$ cat src/rtl/if_stage_if.sv
// if_stage_if: fetch-stage bundle grouping the decode handshake and instruction-memory bus
//   branch_data  {br_taken, br_target} from decode
//   ds_allowin   decode can accept a bundle
//   fs_valid/fs_data  {pc, inst} bundle to decode
//   inst_req/inst_addr/inst_addr_ok/inst_data_ok/inst_rdata  instruction-memory port
interface if_stage_if;
    logic [32:0] branch_data;
    logic        ds_allowin;
    logic        fs_valid;
    logic [63:0] fs_data;
    logic        inst_req;
    logic [31:0] inst_addr;
    logic        inst_addr_ok;
    logic        inst_data_ok;
    logic [31:0] inst_rdata;
    modport master (
        input  branch_data, ds_allowin, inst_addr_ok, inst_data_ok, inst_rdata,
        output fs_valid, fs_data, inst_req, inst_addr
    );
    modport slave (
        output branch_data, ds_allowin, inst_addr_ok, inst_data_ok, inst_rdata,
        input  fs_valid, fs_data, inst_req, inst_addr
    );
endinterface

$ cat src/rtl/if_stage.sv
// if_stage: instruction fetch, one outstanding memory request, redirect flushes wrong-path work
//   clk, reset  rising-edge clock, synchronous active-high reset
//   bus         if_stage_if.master: decode handshake, branch redirect, instruction-memory port
module if_stage #(
    parameter logic [31:0] RESET_PC = 32'h8000_0000
) (
    input logic       clk,
    input logic       reset,
    if_stage_if.master bus
);
    typedef enum logic [1:0] {S_REQ, S_WAIT, S_HOLD} state_t;
    state_t      state, state_n;
    logic [31:0] pc, pc_n, req_pc, fs_pc, fs_inst;
    logic        cancel, cancel_n, load;
    logic        br_taken;
    logic [31:0] br_target;
    logic        unused_lsb;
    assign br_taken   = bus.branch_data[32];
    assign br_target  = {bus.branch_data[31:2], 2'b00};
    assign unused_lsb = ^bus.branch_data[1:0];
    assign bus.inst_req  = (state == S_REQ) & ~reset;
    assign bus.inst_addr = pc;
    // a redirect kills the held bundle in the same cycle it arrives
    assign bus.fs_valid  = (state == S_HOLD) & ~br_taken & ~reset;
    assign bus.fs_data   = {fs_pc, fs_inst};
    always_comb begin
        state_n  = state;
        pc_n     = pc;
        cancel_n = cancel;
        load     = 1'b0;
        case (state)
            S_REQ: begin
                if (bus.inst_addr_ok) begin
                    state_n  = S_WAIT;
                    pc_n     = br_taken ? br_target : pc + 32'd4;
                    cancel_n = br_taken;
                end else if (br_taken) begin
                    pc_n = br_target;
                end
            end
            S_WAIT: begin
                if (br_taken) begin
                    pc_n     = br_target;
                    cancel_n = 1'b1;
                end
                if (bus.inst_data_ok) begin
                    state_n  = (cancel | br_taken) ? S_REQ : S_HOLD;
                    load     = ~(cancel | br_taken);
                    cancel_n = 1'b0;
                end
            end
            S_HOLD: begin
                if (br_taken) begin
                    state_n = S_REQ;
                    pc_n    = br_target;
                end else if (bus.ds_allowin) begin
                    state_n = S_REQ;
                end
            end
            default: state_n = S_REQ;
        endcase
    end
    always_ff @(posedge clk) begin
        if (reset) begin
            state   <= S_REQ;
            pc      <= RESET_PC;
            req_pc  <= 32'h0;
            cancel  <= 1'b0;
            fs_pc   <= 32'h0;
            fs_inst <= 32'h0000_0013;
        end else begin
            state  <= state_n;
            pc     <= pc_n;
            cancel <= cancel_n;
            if (state == S_REQ && bus.inst_addr_ok) req_pc <= pc;
            if (load) begin
                fs_pc   <= req_pc;
                fs_inst <= bus.inst_rdata;
            end
        end
    end
endmodule

$ cat src/flat_wrapper.sv
// flat-port wrapper written by rule: the top's interface ports become plain ports
module if_stage_flat 
#(
    parameter logic [31:0] RESET_PC = 32'h8000_0000
)
  (clk, reset, bus_branch_data, bus_ds_allowin, bus_inst_addr_ok, bus_inst_data_ok, bus_inst_rdata, bus_fs_valid, bus_fs_data, bus_inst_req, bus_inst_addr);
  if_stage_if bus_i ();
  input logic clk;
  input logic reset;
  input wire logic [$bits(bus_i.branch_data)-1:0] bus_branch_data;
  input wire logic [$bits(bus_i.ds_allowin)-1:0] bus_ds_allowin;
  input wire logic [$bits(bus_i.inst_addr_ok)-1:0] bus_inst_addr_ok;
  input wire logic [$bits(bus_i.inst_data_ok)-1:0] bus_inst_data_ok;
  input wire logic [$bits(bus_i.inst_rdata)-1:0] bus_inst_rdata;
  output wire logic [$bits(bus_i.fs_valid)-1:0] bus_fs_valid;
  output wire logic [$bits(bus_i.fs_data)-1:0] bus_fs_data;
  output wire logic [$bits(bus_i.inst_req)-1:0] bus_inst_req;
  output wire logic [$bits(bus_i.inst_addr)-1:0] bus_inst_addr;
  assign bus_i.branch_data = bus_branch_data;
  assign bus_i.ds_allowin = bus_ds_allowin;
  assign bus_i.inst_addr_ok = bus_inst_addr_ok;
  assign bus_i.inst_data_ok = bus_inst_data_ok;
  assign bus_i.inst_rdata = bus_inst_rdata;
  assign bus_fs_valid = bus_i.fs_valid;
  assign bus_fs_data = bus_i.fs_data;
  assign bus_inst_req = bus_i.inst_req;
  assign bus_inst_addr = bus_i.inst_addr;
  if_stage #(.RESET_PC(RESET_PC)) u_core (.clk(clk), .reset(reset), .bus(bus_i));
endmodule
$ cat config.mk
export PLATFORM = sky130hd
export DESIGN_NAME = if_stage_flat
export DESIGN_NICKNAME = d
export VERILOG_FILES = /design/src/rtl/if_stage_if.sv /design/src/rtl/if_stage.sv /design/src/flat_wrapper.sv
export SDC_FILE = /design/constraint.sdc
export NUM_CORES = 1
export LEC_CHECK = 0
export ABC_CLOCK_PERIOD_IN_PS = 4200
export CAP_MARGIN = 15
export CORE_MARGIN = 2
export CORE_UTILIZATION = 42
export CTS_BUF_LIST = sky130_fd_sc_hd__clkbuf_16
export DETAILED_ROUTE_END_ITERATION = 10
export DONT_BUFFER_PORTS = 1
export PLACE_DENSITY = 0.54
export SKIP_LAST_GASP = 1
export SYNTH_ARGS = -nofsm -noshare
export SYNTH_HDL_FRONTEND = slang
export SYNTH_SLANG_ARGS = --single-unit
$ cat constraint.sdc
create_clock -name clk -period 4.2 [get_ports clk]
set_clock_uncertainty 0.15 [all_clocks]
set_input_delay 0.21 -clock clk [delete_from_list [all_inputs] [get_ports clk]]
set_output_delay 0.21 -clock clk [all_outputs]
set_load 0.1 [all_outputs]
==> results.tsv <==
metric	value	unit
hold_path_depth	3	
p_sw_share	31.59	%
grt_pass1_vias	5094	
timing.setup.tns	0	ns
yosysSeqAreaShare	47.46	%
dieHeight	118.7	um
final_layout_size_suffix_gt1_share	9.446	%
synth.avg_cell_area	7.739	um^2
worstHoldStart	bus_inst_data_ok	
globalRouteTotalUtil	23.72	%
grt_remaining_overflow	0	
failed_checks	negative hold slack	
synth_top_area_share	47.46	%
diodes	0	
cts_tree	done	
netlist_area	5525	um^2
reg2reg_from	u_core.state[0]$_SDFFE_PP0P_	
clk_path_buf_depth	2	
synth-edff-count	0	
antenna_left	0	
synth.most_common_cell	nand2_1	
min_to	u_core.fs_pc[8]$_SDFFE_PP0P_	
p_switching	1.062	mW
wire_per_inst	17.49	um
hp-class	input port to flip-flop	
synthArstFlopShare	0	%
reg2reg_slack	1.41	ns
startpoint_type	flip-flop	
fin_crit_sh	66.43	%
finalWirelength	16900	um
synth_cell_types	54	
clk_pin_slew	0.06	ns
grt_max_degree	135	
netlist_instances	714	
numCtsBuffers	17	
coreArea	12720	um^2
die-area	14090	um^2
hold_viol_final	5	
grt_antenna_before_repair	0	
fillerInstances	1262	
finalNetCount	856	
ir_drop	0.2380	mV
crit_path_end_kind	flip-flop	
postCtsSetupBuffers	0	
slew_headroom	26.48	%
start_util	43.43	%
cts-root-buf	clkbuf_16	
cts_sinks	131	
p_clk_share	41.5	%
r2r_end	u_core.bus.inst_addr[31]$_SDFFE_PP1P_	
io_pins	168	
area_delta_synth_final	27.40	%
synth.area.top_cells	dfxtp_1 47%, nand2_1 15%, a21oi_1 10%, clkbuf_1 2.4%, nor2_1 2.1%	
rsz0062_at_grt	no	
p_leak	2.595	nW
holdWs	-0.006133	ns
powerDensity	477.6	nW/um^2
r2r_cells	8	
maxCapViolCount	0	
row_count	41	
intPower	2.300	mW
dp_cells	868	
stdcell_count	966	
io_buffers	0	
gp_congestion	0.8535	
htree_levels	4	
crit_fanout	23	
ys_warn_count	0	
max_freq	0.3584	GHz
drc_errors	0	
ys.flop_type	dfxtp_1	
worst-setup-path-type	flip-flop to flip-flop	
synth_commonest_cells	216 x nand2_1, 131 x dfxtp_1, 112 x a21oi_1	
ys_seq_elements	131	
cts_hold_repair.buffers	65	
syn_nets	789	
dr_total_vias	5347	
finalPower	3.362	mW
cp_data_required_time	4.35	ns
die_x	118.7	um
clk_latency	0.42	ns
grt_pass1_wl	26820	um
setup_viol_count_final	0	
ctsResizeCount	0	
arrival	2.94	ns
comb_power_share	15.3	%
drt_iter0_markers	365	
min_period	2.790	ns
outcome	finished with violations	
firstDrtPassIters	7	
seqPwrFrac	43.3	%
hpwl	10710	um
maxSlewViolCount	0	
routed_via_density	5.535	
yosys.area.top_type	dfxtp_1	
tightestPinTransition	1.101	ns
==> cells by family after synthesis <==
logic type	count (synthesis)	share of synthesized area [%]
muxes	10	1.834
xor gates and xnor gates	1	0.1585
DFF	131	47.46
AOI/OAI and AO/OA	179	18.66
and+or+nand+nor	328	26.45
buffers and inverters	60	4.302
adders and majority gates	5	1.132
==> state kept, by name, indices dropped and copies added, names as in the netlist <==
signal and flops:
u_core.fs_inst 32, u_core.fs_pc 32, u_core.state 2, u_core.req_pc 32, u_core.bus.inst_addr 32, u_core.cancel 1
==> worst max-delay path: stages, from the launching register on <==
cell and delay (ns):
dfxtp_1 0.34, ha_1 0.20, buf_4 0.22, inv_1 0.38, buf_4 0.28, mux2_2 0.34
o22ai_1 0.14, nor2_1 0.06, dlygate4sd3_1 0.55
==> cell type report <==
cell class | count | area, um^2 | area share (%)
clock buffer | 17 | 425.4 | 6.043
clock inverter | 15 | 126.4 | 1.795
inverter | 10 | 37.54 | 0.5332
multi-input combinational | 523 | 2674 | 37.98
sequential | 131 | 2623 | 37.26
tap | 172 | 215.2 | 3.057
timing repair buffer | 98 | 938.4 | 13.33
==> metal layers <==
metal  vias up  share of wire (%)  track usage [%]
met2       225                 47            37.00
li1       2587                  -                -
met5         -                  0                0
met3        16                8.3            8.012
met1      2519                 43            30.95
met4         0                1.1            7.292
==> through the flow <==
step	util, %	area [um^2]	worst slack, ns	hold slack (ns)
6_report	55.33	7039	1.410	-0.006133
5_1_grt	55.33	7039	1.238	0.01872
4_1_cts	55.17	7019	1.448	0.01084
3_5_place_dp	45.51	5789	1.586	0.1395
3_3_place_gp	45.51	5789	1.693	0.1393
2_1_floorplan	-	5525	1.474	0.1842
==> worst max path at each step <==
stage                                          from                                    end  slack, ns  depth (start not counted)
2_1_floorplan  u_core.bus.inst_addr[2]$_SDFFE_PP0P_  u_core.bus.inst_addr[22]$_SDFFE_PP0P_       1.47                          6
3_3_place_gp           u_core.state[1]$_SDFFE_PP0P_        u_core.fs_inst[26]$_SDFFE_PP0P_       1.69                          8
3_5_place_dp           u_core.state[1]$_SDFFE_PP0P_        u_core.fs_inst[26]$_SDFFE_PP0P_       1.59                          8
4_1_cts                u_core.state[0]$_SDFFE_PP0P_  u_core.bus.inst_addr[31]$_SDFFE_PP1P_       1.45                          8
5_1_grt                u_core.state[0]$_SDFFE_PP0P_  u_core.bus.inst_addr[31]$_SDFFE_PP1P_       1.24                          8
6_report               u_core.state[0]$_SDFFE_PP0P_  u_core.bus.inst_addr[31]$_SDFFE_PP1P_       1.41                          8
==> power groups by stage <==
stage          clock, mW  sequential, mW  combinational, mW
2_1_floorplan          0            1.61              0.222
3_3_place_gp           0            1.48              0.422
3_5_place_dp           0            1.48              0.428
4_1_cts             1.41            1.45              0.506
5_1_grt             1.47            1.46              0.552
6_report            1.39            1.45              0.514
==> cell usage in the layout, fill, tap and decap left out, types with 4 or more instances in the layout <==
cell type      instances
a21oi_1              112
nand3b_1               6
dfxtp_1              131
ha_1                   5
o21a_1                 4
mux2i_1                9
clkinv_2               4
nand2b_1               5
inv_1                 12
clkbuf_16             17
a22oi_1               10
o22ai_1                5
nor2b_1                4
nand4_1               12
clkinv_1               4
o21ai_0               17
nand2_1              215
nand3_1               11
nor3_1                 9
and3_1                10
nor2_1                30
a31oi_1                6
buf_4                 32
a211oi_1               7
dlygate4sd3_1         63
(Power assumes the default switching activity.)
